**config.mk**
```make
export PLATFORM = sky130hd
export DESIGN_NAME = axi4_lite_regfile
export DESIGN_NICKNAME = d
export VERILOG_FILES = /design/src/rtl/axi4_lite_pkg.sv /design/src/rtl/axi4_lite_addr_decode.sv /design/src/rtl/axi4_lite_regfile.sv
export SDC_FILE = /design/constraint.sdc
export NUM_CORES = 1
export LEC_CHECK = 0
export BUFFER_PORTS_ARGS = -buffer_cell sky130_fd_sc_hd__buf_2
export CAP_MARGIN = 20
export CORE_AREA = 2 2 261 263
export CTS_CLUSTER_DIAMETER = 80
export DETAILED_ROUTE_END_ITERATION = 10
export DIE_AREA = 0 0 263 265
export PLACE_DENSITY = 0.57
export RECOVER_POWER = 100
export SLEW_MARGIN = 20
export SYNTH_ARGS = -nofsm -noshare
export SYNTH_HDL_FRONTEND = slang
export SYNTH_SLANG_ARGS = --single-unit
```
**constraint.sdc**
```tcl
create_clock -name aclk -period 3.1 [get_ports aclk]
set_input_delay 0.155 -clock aclk [delete_from_list [all_inputs] [get_ports aclk]]
set_output_delay 0.155 -clock aclk [all_outputs]
set_load 0.05 [all_outputs]
```
**src/rtl/axi4_lite_pkg.sv**
```systemverilog
// Shared types for the AXI4-Lite register file: response codes, FSM states
// and the register-index width helper.
package axi4_lite_pkg;

  typedef enum logic [1:0] {
    OKAY   = 2'b00,
    SLVERR = 2'b10
  } resp_e;

  typedef enum logic {W_IDLE, W_RESP} wr_state_e;
  typedef enum logic {R_IDLE, R_DATA} rd_state_e;

  function automatic int idx_width(input int num_regs);
    return (num_regs > 1) ? $clog2(num_regs) : 1;
  endfunction

endpackage

```
**src/rtl/axi4_lite_addr_decode.sv**
```systemverilog
// Byte address to register index decode with range and read-only lookup.
module axi4_lite_addr_decode
  import axi4_lite_pkg::*;
#(
  parameter int ADDR_WIDTH = 32,
  parameter int DATA_WIDTH = 32,
  parameter int NUM_REGS   = 8,
  parameter int IDX_W      = idx_width(NUM_REGS)
) (
  input  logic [ADDR_WIDTH-1:0] addr,
  input  logic [NUM_REGS-1:0]   ro_mask,
  output logic [IDX_W-1:0]      idx,
  output logic                  in_range,
  output logic                  is_ro
);

  localparam int OFS_W = $clog2(DATA_WIDTH / 8);

  // Byte-offset bits inside a register carry no meaning here.
  logic unused_ofs;
  assign unused_ofs = ^addr[OFS_W-1:0];

  assign idx   = addr[OFS_W +: IDX_W];
  assign is_ro = ro_mask[idx];

  generate
    if (ADDR_WIDTH > OFS_W + IDX_W) begin : g_hi
      assign in_range = ~|addr[ADDR_WIDTH-1:OFS_W+IDX_W];
    end else begin : g_full
      assign in_range = 1'b1;
    end
  endgenerate

endmodule

```
**src/rtl/axi4_lite_regfile.sv**
```systemverilog
// Parametrised AXI4-Lite register file with byte strobes, read-only status
// registers and independent AW/W capture.
//
// state  | meaning
// W_IDLE | collecting AW and W; commits once both are present
// W_RESP | write response pending until bready
// R_IDLE | ready for a read address
// R_DATA | read data pending until rready
module axi4_lite_regfile
  import axi4_lite_pkg::*;
#(
  parameter int                 DATA_WIDTH = 32,
  parameter int                 ADDR_WIDTH = 32,
  parameter int                 NUM_REGS   = 8,
  parameter logic [NUM_REGS-1:0] RO_MASK   = '0
) (
  input  logic                           aclk,
  input  logic                           aresetn,
  input  logic [ADDR_WIDTH-1:0]          s_axi_awaddr,
  input  logic                           s_axi_awvalid,
  output logic                           s_axi_awready,
  input  logic [DATA_WIDTH-1:0]          s_axi_wdata,
  input  logic [DATA_WIDTH/8-1:0]        s_axi_wstrb,
  input  logic                           s_axi_wvalid,
  output logic                           s_axi_wready,
  output logic [1:0]                     s_axi_bresp,
  output logic                           s_axi_bvalid,
  input  logic                           s_axi_bready,
  input  logic [ADDR_WIDTH-1:0]          s_axi_araddr,
  input  logic                           s_axi_arvalid,
  output logic                           s_axi_arready,
  output logic [DATA_WIDTH-1:0]          s_axi_rdata,
  output logic [1:0]                     s_axi_rresp,
  output logic                           s_axi_rvalid,
  input  logic                           s_axi_rready,
  output logic [NUM_REGS*DATA_WIDTH-1:0] reg_q,
  input  logic [NUM_REGS*DATA_WIDTH-1:0] hw_status,
  output logic [NUM_REGS-1:0]            reg_wr_pulse
);

  localparam int STRB_W = DATA_WIDTH / 8;
  localparam int IDX_W  = idx_width(NUM_REGS);

  wr_state_e wr_state, wr_next;
  rd_state_e rd_state, rd_next;

  logic                  aw_held, w_held;
  logic [ADDR_WIDTH-1:0] aw_addr_q;
  logic [DATA_WIDTH-1:0] w_data_q;
  logic [STRB_W-1:0]     w_strb_q;
  logic                  aw_fire, w_fire, ar_fire, commit;

  logic [ADDR_WIDTH-1:0] waddr;
  logic [DATA_WIDTH-1:0] wdata;
  logic [STRB_W-1:0]     wstrb;
  logic [IDX_W-1:0]      widx, ridx;
  logic                  w_in_range, w_is_ro, r_in_range, r_is_ro;

  logic [DATA_WIDTH-1:0] regs   [NUM_REGS];
  logic [DATA_WIDTH-1:0] hw_arr [NUM_REGS];
  logic [NUM_REGS-1:0]   wr_pulse_q;
  logic [DATA_WIDTH-1:0] rdata_q;
  resp_e                 bresp_q, rresp_q;

  // A held beat takes priority over the bus, which is not ready for it anyway.
  assign waddr = aw_held ? aw_addr_q : s_axi_awaddr;
  assign wdata = w_held  ? w_data_q  : s_axi_wdata;
  assign wstrb = w_held  ? w_strb_q  : s_axi_wstrb;

  axi4_lite_addr_decode #(
    .ADDR_WIDTH(ADDR_WIDTH), .DATA_WIDTH(DATA_WIDTH), .NUM_REGS(NUM_REGS)
  ) u_aw_decode (
    .addr(waddr), .ro_mask(RO_MASK), .idx(widx), .in_range(w_in_range), .is_ro(w_is_ro)
  );

  axi4_lite_addr_decode #(
    .ADDR_WIDTH(ADDR_WIDTH), .DATA_WIDTH(DATA_WIDTH), .NUM_REGS(NUM_REGS)
  ) u_ar_decode (
    .addr(s_axi_araddr), .ro_mask(RO_MASK), .idx(ridx), .in_range(r_in_range), .is_ro(r_is_ro)
  );

  always_ff @(posedge aclk or negedge aresetn) begin
    if (!aresetn) begin
      wr_state <= W_IDLE;
      rd_state <= R_IDLE;
    end else begin
      wr_state <= wr_next;
      rd_state <= rd_next;
    end
  end

  // Readies are gated by aresetn so they read 0 while reset is asserted.
  always_comb begin
    wr_next       = wr_state;
    s_axi_awready = 1'b0;
    s_axi_wready  = 1'b0;
    aw_fire       = 1'b0;
    w_fire        = 1'b0;
    commit        = 1'b0;
    case (wr_state)
      W_IDLE: begin
        s_axi_awready = aresetn & ~aw_held;
        s_axi_wready  = aresetn & ~w_held;
        aw_fire       = s_axi_awvalid & s_axi_awready;
        w_fire        = s_axi_wvalid & s_axi_wready;
        if ((aw_held | aw_fire) & (w_held | w_fire)) begin
          commit  = 1'b1;
          wr_next = W_RESP;
        end
      end
      W_RESP:  if (s_axi_bready) wr_next = W_IDLE;
      default: wr_next = W_IDLE;
    endcase
  end

  always_comb begin
    rd_next       = rd_state;
    s_axi_arready = 1'b0;
    ar_fire       = 1'b0;
    case (rd_state)
      R_IDLE: begin
        s_axi_arready = aresetn;
        ar_fire       = s_axi_arvalid & aresetn;
        if (ar_fire) rd_next = R_DATA;
      end
      R_DATA:  if (s_axi_rready) rd_next = R_IDLE;
      default: rd_next = R_IDLE;
    endcase
  end

  always_ff @(posedge aclk or negedge aresetn) begin
    if (!aresetn) begin
      aw_held    <= 1'b0;
      w_held     <= 1'b0;
      aw_addr_q  <= '0;
      w_data_q   <= '0;
      w_strb_q   <= '0;
      bresp_q    <= OKAY;
      wr_pulse_q <= '0;
      for (int i = 0; i < NUM_REGS; i++) regs[i] <= '0;
    end else begin
      wr_pulse_q <= '0;
      if (commit) begin
        aw_held <= 1'b0;
        w_held  <= 1'b0;
        if (w_in_range && !w_is_ro) begin
          bresp_q          <= OKAY;
          wr_pulse_q[widx] <= 1'b1;
          for (int b = 0; b < STRB_W; b++)
            if (wstrb[b]) regs[widx][b*8 +: 8] <= wdata[b*8 +: 8];
        end else begin
          bresp_q <= SLVERR;
        end
      end else begin
        if (aw_fire) begin
          aw_held   <= 1'b1;
          aw_addr_q <= s_axi_awaddr;
        end
        if (w_fire) begin
          w_held   <= 1'b1;
          w_data_q <= s_axi_wdata;
          w_strb_q <= s_axi_wstrb;
        end
      end
    end
  end

  // Nonblocking update means a same-edge read sees the pre-write contents.
  always_ff @(posedge aclk or negedge aresetn) begin
    if (!aresetn) begin
      rdata_q <= '0;
      rresp_q <= OKAY;
    end else if (ar_fire) begin
      if (!r_in_range) begin
        rdata_q <= '0;
        rresp_q <= SLVERR;
      end else begin
        rdata_q <= r_is_ro ? hw_arr[ridx] : regs[ridx];
        rresp_q <= OKAY;
      end
    end
  end

  generate
    for (genvar i = 0; i < NUM_REGS; i++) begin : g_slice
      assign reg_q[i*DATA_WIDTH +: DATA_WIDTH] = RO_MASK[i] ? '0 : regs[i];
      assign hw_arr[i] = hw_status[i*DATA_WIDTH +: DATA_WIDTH];
    end
  endgenerate

  assign s_axi_bvalid = (wr_state == W_RESP);
  assign s_axi_bresp  = bresp_q;
  assign s_axi_rvalid = (rd_state == R_DATA);
  assign s_axi_rdata  = rdata_q;
  assign s_axi_rresp  = rresp_q;
  assign reg_wr_pulse = wr_pulse_q;

endmodule

```
==> results of run 1 <==
==> state kept, by name, indices dropped and copies added, names as in the netlist <==
name          flops
s_axi_bvalid      1
s_axi_rresp       1
reg_wr_pulse      8
w_strb_q          4
s_axi_bresp       1
reg_q           256
aw_held           1
w_data_q         32
s_axi_rvalid      1
aw_addr_q        30
w_held            1
s_axi_rdata      32
==> logic make-up after synthesis <==
| logic type | Yosys count |
|---|---|
| multiplexers | 455 |
| buffers and inverters | 58 |
| other | 1 |
| flip-flops | 368 |
| AND/OR/NAND/NOR | 156 |
| AO/OA/AOI/OAI | 48 |
==> per-stage QoR <==
step | cells | instance area [um^2] | hold WS (ns) | power, mW
2_1_floorplan | 1087 | 17000 | -0.141 | 7.13
5_1_grt | 2527 | 21800 | 0.127 | 13.8
3_5_place_dp | 2374 | 20300 | 0.0116 | 8.01
3_3_place_gp | 2374 | 20300 | 0.0111 | 7.90
4_1_cts | 2527 | 22500 | 0.0771 | 13.3
6_report | 2529 | 21800 | 0.118 | 13.1
==> report_power, final <==
part / leakage [nW] / total (mW) / switching [mW] / internal, mW
registers: 4.99 / 5.52 / 0.245 / 5.27
logic: 4.26 / 2.43 / 1.47 / 0.964
clock network: 0.714 / 5.17 / 2.04 / 3.12
==> worst max path at each step <==
stage	slack (ns)	start	cells after the start	end
final	0.19	aw_addr_q[20]	7	reg_q[249]
after global routing	0.09	aw_addr_q[20]	7	reg_q[236]
after CTS	0.25	aw_addr_q[20]	7	reg_q[190]
after floorplan	0.50	aw_addr_q[20]	6	reg_q[100]
after detailed placement	0.28	aw_addr_q[20]	7	reg_q[233]
after global placement	0.30	aw_addr_q[20]	7	reg_q[153]
==> worst max-delay path: stages (launching register included) <==
cell	delay, ns
dfrtp_1	0.38
or4_1	0.53
nor4b_1	0.47
o21ai_4	0.12
buf_12	0.21
nor4_4	0.25
clkbuf_2	0.43
mux2_2	0.38
==> area by class of cell <==
| cell class | instances | area share, % |
|---|---|---|
| Multi-Input combinational cell | 661 | 32.9 |
| Sequential cell | 368 | 42.3 |
| Clock inverter | 13 | 0.631 |
| Timing Repair Buffer | 537 | 13.0 |
| Clock buffer | 69 | 6.10 |
| Tap cell | 873 | 5.01 |
| Inverter | 6 | 0.103 |
| Antenna cell | 2 | 0.0230 |
==> repair_timing <==
| item | 4_1_cts | 5_1_grt |
|---|---|---|
| setup endpoints to repair | 0 | 0 |
| endpoints found under the hold margin | 221 | 0 |
| hold buffers | 71 | 0 |
==> metal layers <==
layer	up-vias	wire [um]	track usage, %
li1	5166	-	-
met3	87	4500	4.97
met4	2	1110	4.05
met1	6213	26200	22.1
met5	-	13	0
met2	470	25600	25.3
==> placed cells by master (no fill, tap or decap), drive strengths merged, types with 9 or more instances in the layout <==
master,instances
buf,134
o21ai,36
nand2,67
mux2i,37
nor4,46
nor4b,9
dlygate4sd3,71
nor2,16
clkbuf,401
mux2,354
dfrtp,368
mux4,64
==> reports/qor.yml, run 1 <==
setup_path:
  cp-start-kind: "flop"
  worstPathMaxFanout: 33
  reg2reg_depth: 7
  worstPathRequired_ns: 3.54
  r2r-start: "aw_addr_q[20]"
  r2r_setup_slack_ns: 0.19
  worst_ep_arrival_time_ns: 3.35
  reg2reg_to: "reg_q[249]"
  setup.worst_path.end_class: "flop"
  worstSetupPathType: "reg2reg"
logic_synthesis:
  syn_avg_cell_area_um2: 15.6
  synth_xor_area_share_pct: 0
  ys_top_cells_by_count: "dfrtp_1, mux2_2, nand2_1"
  postSynthCellCount: 1086
  yosys_warnings: 0
  synth_area_leaders: "dfrtp_1, mux2_2, mux4_2, nor4_4, mux2i_1"
  yosys.area_share.adder_pct: 0
  synth-compound-area-share_pct: 1.67
  synth_edf_count: 0
  muxShareOfSynthArea_pct: 34.2
  synth.most_common_cell: "dfrtp_1"
  seq_area_frac_synth_pct: 54.3
  synth_top_area_share_pct: 54.3
  yosysUniqueCellTypes: 41
  synthSimpleGateAreaFrac_pct: 7.52
  synth_top_area_cell: "dfrtp_1"
  synth_top_family_by_area: "multiplexers"
  async_reset_ff_share_pct: 100
  yosys_most_used_dff: "dfrtp_1"
  synthesis.area_mm2: 0.0169
  synth-seq-cells: 368
die:
  die_area_mm2: 0.0697
  core_area_mm2: 0.0668
  row_count: 95
  die-width_um: 263
  die_y_um: 265
  start_util_pct: 25.4
  io_pins: 668
placement:
  hpwl_um: 40100
  io_buffers: 405
  pre_cts_ws_ns: 0.282
  place_congestion: 0.792
detailed_routing:
  drc_errors: 0
  vias_per_cell: 4.72
  via_count: 11900
  postRouteAntennaNets: 0
  drt-total-wl_um: 57400
  avgRoutedWirePerCell_um: 22.7
  firstDrtPassIters: 5
  drtIter0Drc: 660
timing:
  rsz0062_at_grt: "false"
  drv_slew: 225
  layout_setup_ws_ns: 0.188
  relSlewSlack_pct: -10.6
  timing.final.crit_share_pct: 94.0
  setup_viol: 0
  hold_viol_final: 0
  clock_skew_ns: 0.0159
  period_needed_ns: 2.91
  worstMarginPinSlew_ns: 1.66
  finalSetupTns_ns: 0
  max_freq_mhz: 343
layout:
  layout-drive-gt1-share_pct: 40.6
  syn_to_final_growth_pct: 28.6
  utilization_pct: 32.6
  multiInputGateArea_mm2: 0.00718
  n_fill_cell: 6808
  seqCellArea_mm2: 0.00921
  final_net_count: 1982
cts:
  post_cts_resized: 0
  numCtsBuffers: 45
  cts_tree: "done"
  post_cts_buffers: 0
  clock-sinks: 368
  cts_max_path_buffers: 3
  clock_latency_ns: 0.56
  htreeDepth: 2
  clk_pin_slew_ns: 0.06
  clockRootBuffer: "clkbuf_16"
worst_hold_path:
  hold_start: "s_axi_awvalid"
  hp-class: "in2reg"
  hold_path_end: "s_axi_bvalid"
  holdPathStages: 4
job:
  maxCapViolations: 1
grt:
  antenna_found_initial: 3
  grt_overflow: 0
  grt_use_total_pct: 16.3
  grt_pass1_vias: 12600
  grt_max_degree: 164
  grt_pass1_wl_um: 84800
status:
  status: "complete, but fails checks"
  violations: "capacitance limit, slew limit"
power_and_ir_drop:
  powerDensity_mw_per_mm2: 602
  p_leak_nw: 9.96
  max-vdd-ir-drop_uv: 497
Note: power is estimated with default switching activity, not from simulation.
==> run 2: changes to the inputs <==
- ABC_AREA: default -> 1
- PLACE_DENSITY: 0.57 -> 0.59
- clock period: 3.1 -> 2.9 ns (I/O delays scaled with it)
==> run 2 against run 1 <==
  * The run still ends with capacitance limit, slew limit left
  * First-iteration DRC count grew to 3.0 times the previous value
  * Via count grew 55%
  * Flip-flop and latch count is the same
  * Clock skew rose by 0.014 ns
  * Maximum frequency up 13%
  * Global-route usage grew 5.7 points
  * Clock power up 4.4%
  * Critical path type unchanged
  * Critical endpoint is now reg_q[169]
==> reports/qor.yml, run 2 <==
logic_synthesis:
  syn_avg_cell_area_um2: 8.07  # was 15.6 um^2
  synth-seq-cells: 368  # unchanged
  yosys_warnings: 0  # unchanged
  synthesis.area_mm2: 0.0184  # was 0.0169 mm^2
  synth_edf_count: 0  # unchanged
  ys_top_cells_by_count: "nand2_1, dfrtp_1, nand4_1"  # was dfrtp_1, mux2_2, nand2_1
  synth.most_common_cell: "nand2_1"  # was dfrtp_1
  synth_area_leaders: "dfrtp_1, nand2_1, nand4_1, o21ai_0, nor2_1"  # was dfrtp_1, mux2_2, mux4_2, nor4_4, mux2i_1
  async_reset_ff_share_pct: 100  # unchanged
  postSynthCellCount: 2275  # was 1086
  yosys_most_used_dff: "dfrtp_1"  # unchanged
  synth_top_area_cell: "dfrtp_1"  # unchanged
  synth_top_area_share_pct: 50.2  # was 54.3%
  seq_area_frac_synth_pct: 50.2  # was 54.3%
  yosysUniqueCellTypes: 37  # was 41
status:
  violations: "capacitance limit, slew limit"  # unchanged
  status: "complete, but fails checks"  # unchanged
layout:
  final_net_count: 3110  # was 1982
  largest_reg_flops: 256  # unchanged
  utilization_pct: 34.6  # was 32.6%
  layout-drive-gt1-share_pct: 11.4  # was 40.6%
  mostFrequentLayoutCells: "nand2_1, dfrtp_1, clkbuf_1"  # was dfrtp_1, mux2_2, clkbuf_1
  syn_to_final_growth_pct: 25.8  # was 28.6%
  layout_commonest_cell: "nand2_1"  # was dfrtp_1
setup_path:
  worstPathMaxFanout: 32  # was 33
  worst_ep_arrival_time_ns: 3.04  # was 3.35 ns
  cp_common_cell: "nand2_1"
  slowest_delay_ns: 0.45  # was 0.53 ns
  r2r-start: "aw_held"  # was aw_addr_q[20]
  reg2reg_depth: 13  # was 7
  reg2reg_to: "reg_q[169]"  # was reg_q[249]
  r2r_setup_slack_ns: 0.31  # was 0.19 ns
  setup.worst_path.end_class: "flop"  # unchanged
  cp_cell_sequence: "buf_4 -> nor2_2 -> inv_1 -> nor2_1 -> nand2_1 -> nand2_2 -> nand2_4 -> nor2_4 -> buf_12 -> buf_4 -> nand3_2 -> nand2_1 -> nand2_1"  # was or4_1 -> nor4b_1 -> o21ai_4 -> buf_12 -> nor4_4 -> clkbuf_2 -> mux2_2
  cp-start-kind: "flop"  # unchanged
  crit_path_top_delay_cell: "dfrtp_1"  # was or4_1
  worstSetupPathType: "reg2reg"  # unchanged
  worstPathRequired_ns: 3.35  # was 3.54 ns
cts:
  numCtsBuffers: 46  # was 45
  clockRootBuffer: "clkbuf_16"  # unchanged
  post_cts_buffers: 0  # unchanged
  clk_pin_slew_ns: 0.05  # was 0.06 ns
  post_cts_resized: 0  # unchanged
  clock-sinks: 368  # unchanged
  clock_latency_ns: 0.59  # was 0.56 ns
  cts_tree: "done"  # unchanged
  htreeDepth: 2  # unchanged
  cts_max_path_buffers: 3  # unchanged
detailed_routing:
  via_count: 18600  # was 11900
  postRouteAntennaNets: 0  # unchanged
  drc_errors: 0  # unchanged
  firstDrtPassIters: 6  # was 5
  drtIter0Drc: 1957  # was 660
  vias_per_cell: 5.08  # was 4.72
  drt-total-wl_um: 78400  # was 57400 um
  avgRoutedWirePerCell_um: 21.4  # was 22.7 um
die:
  io_pins: 668  # unchanged
  core_area_mm2: 0.0668  # unchanged
  row_count: 95  # unchanged
  die_area_mm2: 0.0697  # unchanged
  die-width_um: 263  # unchanged
  die_y_um: 265  # unchanged
  start_util_pct: 27.5  # was 25.4%
grt:
  grt_overflow: 0  # unchanged
  antenna_found_initial: 6  # was 3
  grt_pass1_vias: 17000  # was 12600
  grt_pass1_wl_um: 116000  # was 84800 um
  grt_use_total_pct: 22.0  # was 16.3%
  grt_max_degree: 157  # was 164
timing:
  worstMarginPinSlew_ns: 1.50  # was 1.66 ns
  relSlewSlack_pct: -0.288  # was -10.6%
  rsz0062_at_grt: "false"  # unchanged
  clock_skew_ns: 0.0303  # was 0.0159 ns
  max_freq_mhz: 387  # was 343 MHz
  timing.final.crit_share_pct: 89.2  # was 94.0%
  hold_viol_final: 0  # unchanged
  period_needed_ns: 2.59  # was 2.91 ns
  setup_viol: 0  # unchanged
  drv_slew: 54  # was 225
  finalSetupTns_ns: 0  # unchanged
worst_hold_path:
  hold_start: "s_axi_araddr[4]"  # was s_axi_awvalid
  hold_path_end: "s_axi_rdata[18]"  # was s_axi_bvalid
  hp-class: "in2reg"  # unchanged
  holdPathStages: 6  # was 4
power_and_ir_drop:
  p_leak_nw: 11.5  # was 9.96 nW
  max-vdd-ir-drop_uv: 643  # was 497 uV
  total_power_mw: 15.8  # was 13.1 mW
  powerDensity_mw_per_mm2: 685  # was 602 mW/mm^2
placement:
  io_buffers: 405  # unchanged
  place_congestion: 0.852  # was 0.792
  hpwl_um: 56600  # was 40100 um
job:
  maxCapViolations: 1  # unchanged
[run 2: changes by cell type in the layout (fill, tap and decap cells not counted), sizes merged, moves of 46 or more]
cell,before,now
buf,134,201
inv,8,88
mux2,354,7
mux4,64,0
nand2,67,809
nand4,2,275
nor2,16,197
o21ai,36,240
o22ai,0,46
[run 2: layout make-up]
| type | count | area, um^2 |
|---|---|---|
| diodes | 3 | 7.51 |
| multi-input cells | 1658 | 7750 |
| clock inverters | 15 | 120 |
| fillers | 7213 | 43700 |
| flip-flops and latches | 368 | 9210 |
| inverters | 87 | 329 |
| repair buffers | 586 | 3320 |
| clock buffers | 65 | 1260 |
| well taps | 873 | 1090 |
[run 2: cell families (layout without fill, tap and decap cells)]
family	after synthesis	in the layout	synth area share (%)
flops	368	368	50.2
other cells	1	5	0.0204
compound gates	313	313	9.35
mux	7	7	0.430
buf+inv	250	753	7.27
simple gates	1336	1336	32.7
[run 2: worst max-delay path, delay by kind of cell (launching register included)]
| kind | cells | cell delay, ns |
|---|---|---|
| flops | 1 | 0.45 |
| simple gates | 9 | 1.16 |
| buf+inv | 4 | 0.79 |
[run 2: repair_timing]
action / in CTS / in global routing
hold buffers: 72 / 0
endpoints found under the setup margin: 0 / 0
hold endpoints to repair: 137 / 0
[run 2: worst max-delay path by stage]
stage,start,endpoint,slack [ns],cells after the start
4_1_cts,aw_held,reg_q[169],0.37,11
3_5_place_dp,aw_held,reg_q[169],0.38,11
5_1_grt,aresetn,reg_q[132],0.11,4
3_3_place_gp,aw_held,reg_q[76],0.35,10
6_report,aw_held,reg_q[169],0.31,13
2_1_floorplan,s_axi_bvalid,w_data_q[10],0.22,6
[run 2: layer usage]
metal,share of wire [%],global-route usage (%),wire length [um],vias up
met4,3.2,6.69,2510,8
met2,38,28.9,29900,929
met5,0.073,0,57,-
met1,49,34.2,38300,8835
met3,9.7,5.79,7620,138
li1,-,-,-,8641
[run 2: power by group]
part | switching, mW | leakage, nW | internal [mW]
Sequential | 0.297 | 5.02 | 5.59
Combinational | 3.34 | 5.83 | 1.19
Clock | 2.35 | 0.672 | 3.05
Total | 5.99 | 11.5 | 9.84
[run 2: per-stage QoR]
step,cells,worst slack (ns),instance area (um^2),hold WS [ns]
floorplan,2276,0.217,18400,-0.151
global placement,3500,0.355,21500,-0.0328
detailed placement,3500,0.382,21500,-0.0320
CTS,3652,0.371,23600,0.171
global route,3652,0.112,23100,0.226
finish,3655,0.314,23100,0.211
